[src/rtl/rgb_seq_pkg.sv]
`default_nettype none
// +----------------------------------------------------------------------+
// | rgb_seq_pkg : shared types and helpers for the RGB LED sequencer     |
// | Rev 1.0                                                              |
// +----------------------------------------------------------------------+
package rgb_seq_pkg;

  localparam int DUTY_W     = 8;
  localparam int HOLD_W_MAX = 32;

  typedef enum logic [1:0] {
    IDLE = 2'd0,
    RUN  = 2'd1,
    STOP = 2'd2
  } state_t;

  // Hold is stored at the widest supported width; unused upper bits stay zero.
  typedef struct packed {
    logic [DUTY_W-1:0]     red;
    logic [DUTY_W-1:0]     grn;
    logic [DUTY_W-1:0]     blu;
    logic [HOLD_W_MAX-1:0] hold;
  } step_t;

  function automatic int STEP_IDX_W(input int steps);
    return (steps > 1) ? $clog2(steps) : 1;
  endfunction

endpackage
`default_nettype wire

[src/rtl/rgb_pwm_channel.sv]
`default_nettype none
// +----------------------------------------------------------------------+
// | rgb_pwm_channel : period-aligned duty latch and registered compare   |
// | Rev 1.0                                                              |
// +----------------------------------------------------------------------+
module rgb_pwm_channel
  import rgb_seq_pkg::*;
(
  input  logic              int_osc,
  input  logic              rstn,
  input  logic              load,
  input  logic [DUTY_W-1:0] duty,
  input  logic [DUTY_W-1:0] pwm_cnt,
  input  logic              enable,
  output logic              pwm
);

  logic [DUTY_W-1:0] r_duty;
  logic              r_pwm;

  always_ff @(posedge int_osc or negedge rstn) begin
    if (!rstn) begin
      r_duty <= '0;
      r_pwm  <= 1'b0;
    end else begin
      if (load) begin
        r_duty <= duty;
      end
      r_pwm <= enable && (pwm_cnt < r_duty);
    end
  end

  assign pwm = r_pwm;

endmodule
`default_nettype wire

[src/rtl/rgb_led_sequencer.sv]
`default_nettype none
// +----------------------------------------------------------------------+
// | rgb_led_sequencer : loops a programmable RGB duty/hold pattern table |
// | Rev 1.0                                                              |
// +----------------------------------------------------------------------+
module rgb_led_sequencer
  import rgb_seq_pkg::*;
#(
  parameter int CLK_DIV = 188,
  parameter int STEPS   = 4,
  parameter int HOLD_W  = 16
) (
  input  logic                         int_osc,
  input  logic                         rstn,
  input  logic                         cfg_valid,
  output logic                         cfg_ready,
  input  logic [STEP_IDX_W(STEPS)-1:0] cfg_addr,
  input  logic [DUTY_W-1:0]            cfg_red,
  input  logic [DUTY_W-1:0]            cfg_grn,
  input  logic [DUTY_W-1:0]            cfg_blu,
  input  logic [HOLD_W-1:0]            cfg_hold,
  input  logic                         run,
  output logic                         busy,
  output logic [STEP_IDX_W(STEPS)-1:0] step_idx,
  output logic                         frame_done,
  output logic                         red_pwm,
  output logic                         grn_pwm,
  output logic                         blu_pwm
);

  localparam int                    c_idx_w      = STEP_IDX_W(STEPS);
  localparam int                    c_presc_w    = (CLK_DIV > 1) ? $clog2(CLK_DIV) : 1;
  localparam logic [c_presc_w-1:0]  c_presc_last = c_presc_w'(CLK_DIV - 1);
  localparam logic [c_idx_w-1:0]    c_last_idx   = c_idx_w'(STEPS - 1);

  state_t                r_state;
  state_t                w_state_nxt;
  logic                  r_run;
  logic [c_presc_w-1:0]  r_presc;
  logic [DUTY_W-1:0]     r_pwm_cnt;
  logic [HOLD_W-1:0]     r_hold_cnt;
  logic [c_idx_w-1:0]    r_step_idx;
  logic                  r_frame_done;
  step_t                 r_table [STEPS];

  logic                  w_active;
  logic                  w_ready;
  logic                  w_start;
  logic                  w_tick;
  logic                  w_wrap;
  logic                  w_step_end;
  logic                  w_load;
  logic [HOLD_W_MAX-1:0] w_cur_hold;
  logic [HOLD_W_MAX-1:0] w_hold_m1;
  logic [c_idx_w-1:0]    w_rd_idx;
  step_t                 w_entry;

  assign w_active   = (r_state != IDLE);
  assign w_start    = (r_state == IDLE) && r_run;
  assign w_tick     = w_active && (r_presc == c_presc_last);
  assign w_wrap     = w_tick && (r_pwm_cnt == {DUTY_W{1'b1}});
  assign w_cur_hold = r_table[r_step_idx].hold;
  // A hold of 0 behaves like 1: the step still lasts one full period.
  assign w_hold_m1  = (w_cur_hold == '0) ? '0 : w_cur_hold - 1'b1;
  assign w_step_end = (r_state == RUN) && w_wrap && (HOLD_W_MAX'(r_hold_cnt) == w_hold_m1);
  assign w_load     = w_start || (w_active && w_wrap);

  // Duties for the new period come from the step that period belongs to.
  always_comb begin
    w_rd_idx = r_step_idx;
    if (w_start) begin
      w_rd_idx = '0;
    end else if (w_step_end) begin
      w_rd_idx = r_step_idx + 1'b1;
    end
  end

  assign w_entry = r_table[w_rd_idx];

  always_ff @(posedge int_osc or negedge rstn) begin
    if (!rstn) begin
      r_state <= IDLE;
    end else begin
      r_state <= w_state_nxt;
    end
  end

  always_comb begin
    w_state_nxt = r_state;
    w_ready     = 1'b0;
    case (r_state)
      IDLE: begin
        w_ready = 1'b1;
        if (r_run) begin
          w_state_nxt = RUN;
        end
      end
      RUN: begin
        if (!r_run) begin
          w_state_nxt = STOP;
        end
      end
      STOP: begin
        if (r_run) begin
          w_state_nxt = RUN;
        end else if (w_wrap) begin
          w_state_nxt = IDLE;
        end
      end
      default: w_state_nxt = IDLE;
    endcase
  end

  always_ff @(posedge int_osc or negedge rstn) begin
    if (!rstn) begin
      r_run        <= 1'b0;
      r_presc      <= '0;
      r_pwm_cnt    <= '0;
      r_hold_cnt   <= '0;
      r_step_idx   <= '0;
      r_frame_done <= 1'b0;
    end else begin
      r_run        <= run;
      r_frame_done <= w_step_end && (r_step_idx == c_last_idx);
      if (w_start) begin
        r_presc    <= '0;
        r_pwm_cnt  <= '0;
        r_hold_cnt <= '0;
        r_step_idx <= '0;
      end else if (w_active) begin
        r_presc <= w_tick ? '0 : r_presc + 1'b1;
        if (w_tick) begin
          r_pwm_cnt <= r_pwm_cnt + 1'b1;
        end
        // Periods completed while stopping are not counted toward the hold.
        if (w_step_end) begin
          r_hold_cnt <= '0;
          r_step_idx <= r_step_idx + 1'b1;
        end else if ((r_state == RUN) && w_wrap) begin
          r_hold_cnt <= r_hold_cnt + 1'b1;
        end
      end
    end
  end

  always_ff @(posedge int_osc or negedge rstn) begin
    if (!rstn) begin
      for (int i = 0; i < STEPS; i++) begin
        r_table[i] <= '0;
      end
    end else if (cfg_valid && w_ready) begin
      r_table[cfg_addr] <= '{red: cfg_red, grn: cfg_grn, blu: cfg_blu,
                             hold: HOLD_W_MAX'(cfg_hold)};
    end
  end

  rgb_pwm_channel u_red (
    .int_osc (int_osc),
    .rstn    (rstn),
    .load    (w_load),
    .duty    (w_entry.red),
    .pwm_cnt (r_pwm_cnt),
    .enable  (w_active),
    .pwm     (red_pwm)
  );

  rgb_pwm_channel u_grn (
    .int_osc (int_osc),
    .rstn    (rstn),
    .load    (w_load),
    .duty    (w_entry.grn),
    .pwm_cnt (r_pwm_cnt),
    .enable  (w_active),
    .pwm     (grn_pwm)
  );

  rgb_pwm_channel u_blu (
    .int_osc (int_osc),
    .rstn    (rstn),
    .load    (w_load),
    .duty    (w_entry.blu),
    .pwm_cnt (r_pwm_cnt),
    .enable  (w_active),
    .pwm     (blu_pwm)
  );

  assign cfg_ready  = w_ready;
  assign busy       = w_active;
  assign step_idx   = r_step_idx;
  assign frame_done = r_frame_done;

endmodule
`default_nettype wire

[config.mk]
export PLATFORM = sky130hd
export DESIGN_NAME = rgb_led_sequencer
export DESIGN_NICKNAME = d
export VERILOG_FILES = /design/src/rtl/rgb_seq_pkg.sv /design/src/rtl/rgb_pwm_channel.sv /design/src/rtl/rgb_led_sequencer.sv
export SDC_FILE = /design/constraint.sdc
export NUM_CORES = 1
export LEC_CHECK = 0
export ABC_AREA = 1
export BUFFER_PORTS_ARGS = -buffer_cell sky130_fd_sc_hd__buf_2
export CAP_MARGIN = 20
export CORE_AREA = 2 2 171 206
export DETAILED_ROUTE_END_ITERATION = 7
export DIE_AREA = 0 0 173 208
export GPL_ROUTABILITY_DRIVEN = 0
export GPL_TIMING_DRIVEN = 0
export PLACE_DENSITY = 0.5
export SLEW_MARGIN = 10
export SYNTH_ARGS = -nofsm -noshare
export SYNTH_HDL_FRONTEND = slang
export SYNTH_SLANG_ARGS = --single-unit
[constraint.sdc]
create_clock -name int_osc -period 7.43 [get_ports int_osc]
set_input_delay 0.743 -clock int_osc [delete_from_list [all_inputs] [get_ports int_osc]]
set_output_delay 0.743 -clock int_osc [all_outputs]
set_load 0.02 [all_outputs]
==> results.py <==
metrics = {
    "sta": {
        "min_period_ns": 4.24,
        "report.final.slew_viol_count": 0,
        "setup_violations": 0,
        "fmax_ghz": 0.236,
        "fin_tns_setup_ns": 0,
        "rsz0062_at_grt": "no",
        "period_share": 0.570,
        "relSlewSlack": 0.363,
        "tightestPinTransition_ns": 0.932,
        "hold_viol_final": 0,
        "finClkSkew_ns": 0.0155,
    },
    "finish": {
        "nets": 1697,
        "drive_above_1_share": 0.0973,
        "fin_util": 0.400,
        "syn_to_final_growth_pct": 15.3,
        "diodes": 0,
        "finalInstanceArea_sq_um": 13500,
    },
    "clocking": {
        "cts_hold_buf": 0,
        "root_buffer": "clkbuf_16",
        "insertion_delay_ns": 0.55,
        "cts_setup_buffers": 0,
        "cts_made_buffers": 28,
        "htree_num_levels": 1,
        "cts_max_path_buffers": 3,
        "clock_sinks": 225,
        "cts_resized": 0,
        "path_clk_slew_ns": 0.06,
        "cts_tree": "built",
    },
    "floorplanning": {
        "io_pins": 54,
        "die_h_microns": 208,
        "core_area_sq_um": 33900,
        "std_cell_rows": 74,
        "initial_core_util": 0.347,
        "die_x_microns": 173,
        "die-area_sq_um": 36000,
    },
    "power_and_ir_drop": {
        "p_per_area_nw_per_um2": 274,
        "p_leak_nw": 6.97,
        "fin_total_pwr_mw": 3.71,
        "peakVddDrop_mv": 0.164,
    },
    "setup_path": {
        "startpoint_type": "register",
        "crit_fanout": 10,
        "r2r_cells": 27,
        "cp_data_required_time_ns": 7.86,
        "reg2reg_slack_ns": 3.19,
        "timing.rr.end": "u_grn.r_duty[7]",
        "r2r-start": "step_idx[1]",
        "critical_path_class": "reg2reg",
        "cp.arrival_ns": 4.67,
        "crit_path_end_kind": "register",
    },
    "synth": {
        "netlist.area_leader.share": 0.479,
        "synth-seq-area-share": 0.479,
        "post_synth_and_or_nand_nor_area_fraction": 0.273,
        "yosysWarnings": 0,
        "synth_top_area_cell": "dfrtp_1",
        "synth_cell_types": 41,
        "synthCells": 1539,
        "syn_nets": 1612,
        "synth_area_sq_um": 11700,
        "synth_compound_area_frac": 0.103,
        "yosys-mux-area-fraction": 0,
        "synthTopCellsByArea": "dfrtp_1, nand2_1, nand3_1",
        "synth_top_family_by_area": "simple AND/OR/NAND/NOR gates",
        "ys_ff_latch": 225,
        "synth-xor-area-share": 0.0127,
        "yosys.area_share.adder": 0.0288,
        "avgSynthCellArea_sq_um": 7.63,
    },
    "global_routing": {
        "grt_usage": 0.196,
        "antenna_found_initial": 0,
        "grt_pass1_vias": 10300,
        "grt-ovfl-total": 0,
        "grt_pass1_wl_microns": 56100,
        "grt_max_degree": 94,
    },
    "drt": {
        "wl_microns": 34400,
        "wl_per_cell_microns": 16.4,
        "drtIter0Drc": 672,
        "via_per_inst": 4.82,
        "drtPass1Iterations": 5,
        "drc": 0,
        "num_vias": 10100,
        "drtAntennaViolNets": 0,
    },
    "place": {
        "post_dp_cell_area_sq_um": 12600,
        "port_buffers": 53,
        "dp_hpwl_microns": 24100,
    },
    "flow_run": {
        "maxCapViolations": 0,
    },
    "outcome": {
        "status": "completed",
    },
    "hold_path": {
        "hp-class": "in2async",
    },
}
[cell type report]
cell class,instances,area [sq um]
clock inverters,8,72.6
flip-flops and latches,225,5630
well taps,456,571
repair buffers,55,330
clock buffers,43,828
plain buffers,71,390
fillers,3627,20300
multi-input cells,1025,4900
inverters,218,823
[registers in the layout, indices dropped and copies added, names as in the netlist, 2 cells and up]
signal / count
r_pwm_cnt: 8
r_presc: 8
u_blu.r_duty: 8
r_hold_cnt: 16
step_idx: 2
r_table: 160
u_grn.r_duty: 8
u_red.r_duty: 8
r_state: 2
[worst max path at each step]
stage,startpoint,to
floorplan,step_idx[0],u_red.r_duty[0]
detailed placement,step_idx[1],u_blu.r_duty[0]
finish,step_idx[1],u_grn.r_duty[7]
global placement,rstn,r_table[107]
global route,step_idx[1],u_grn.r_duty[7]
CTS,step_idx[1],u_grn.r_duty[7]
[cells in the mapped netlist (all sizes together)]
| library cell | instances |
|---|---|
| a2111oi | 3 |
| xor2 | 15 |
| or2 | 1 |
| nor4 | 4 |
| clkbuf | 41 |
| ha | 27 |
| dfrtp | 225 |
| nor2 | 55 |
| nand2 | 493 |
| o32ai | 1 |
| nor3b | 1 |
| o21ai | 176 |
| a21o | 3 |
| o22ai | 16 |
| a32o | 1 |
| xnor2 | 2 |
| clkinv | 2 |
| o211ai | 3 |
| nand3b | 2 |
| buf | 30 |
| o31ai | 1 |
| o21bai | 2 |
| nor3 | 7 |
| a31oi | 1 |
| a21boi | 3 |
| nand4 | 14 |
| a21oi | 17 |
| inv | 216 |
| nand3 | 177 |
[critical path: stages (launching register included)]
cell and delay, ns:
dfrtp_1 0.44, buf_4 0.20, clkinv_2 0.13, buf_6 0.18, nand3_1 0.11, nand2_1 0.21
nand3_1 0.18, nor2_1 0.31, nand3_1 0.15, nor2_1 0.12, ha_1 0.24, inv_1 0.12
nand2_1 0.06, nand2_1 0.07, nand2_1 0.05, nor2_1 0.10, nand2_1 0.09, nor2_1 0.14
nand3_2 0.18, nand2_1 0.12, nand2_2 0.11, nand2_4 0.09, buf_2 0.31, nand2_1 0.09
nand3_1 0.09, nand2_1 0.10, nand2_1 0.07, nand2_1 0.06
[where the power goes]
| part | switching (mW) | internal, mW |
|---|---|---|
| clock network | 0.541 | 0.798 |
| registers | 0.136 | 1.48 |
| logic | 0.476 | 0.282 |
[through the flow]
step | hold slack [ns] | std cells | setup WS [ns]
after CTS | 0.105 | 2101 | 3.15
after floorplan | 0.399 | 1539 | 4.24
after global routing | 0.116 | 2101 | 2.81
final | 0.0988 | 2101 | 3.19
after detailed placement | 0.461 | 2050 | 3.17
after global placement | 0.459 | 2048 | 1.32
[per-layer routing]
layer / GRT usage / wire length (microns)
met1: 0.241 / 14800
met2: 0.350 / 17400
met3: 0.0281 / 1310
met4: 0.0649 / 970
met5: 0 / 0
[kinds of logic (layout without fill, tap and decap cells)]
logic type	count (synthesis)	after routing
xor gates and xnor gates	17	17
DFF	225	225
buffers and inverters	289	395
AOI/OAI and AO/OA	227	227
adders and majority gates	27	27
and+or+nand+nor	754	754
[cell usage in the layout (no fill, tap or decap), drive strengths merged, types with 16 or more instances in the layout]
| cell | count |
|---|---|
| a21oi | 17 |
| buf | 85 |
| clkbuf | 84 |
| dfrtp | 225 |
| ha | 27 |
| inv | 216 |
| nand2 | 493 |
| nand3 | 177 |
| nor2 | 55 |
| o21ai | 176 |
| o22ai | 16 |
No activity file was read; power rests on OpenSTA's default activity.
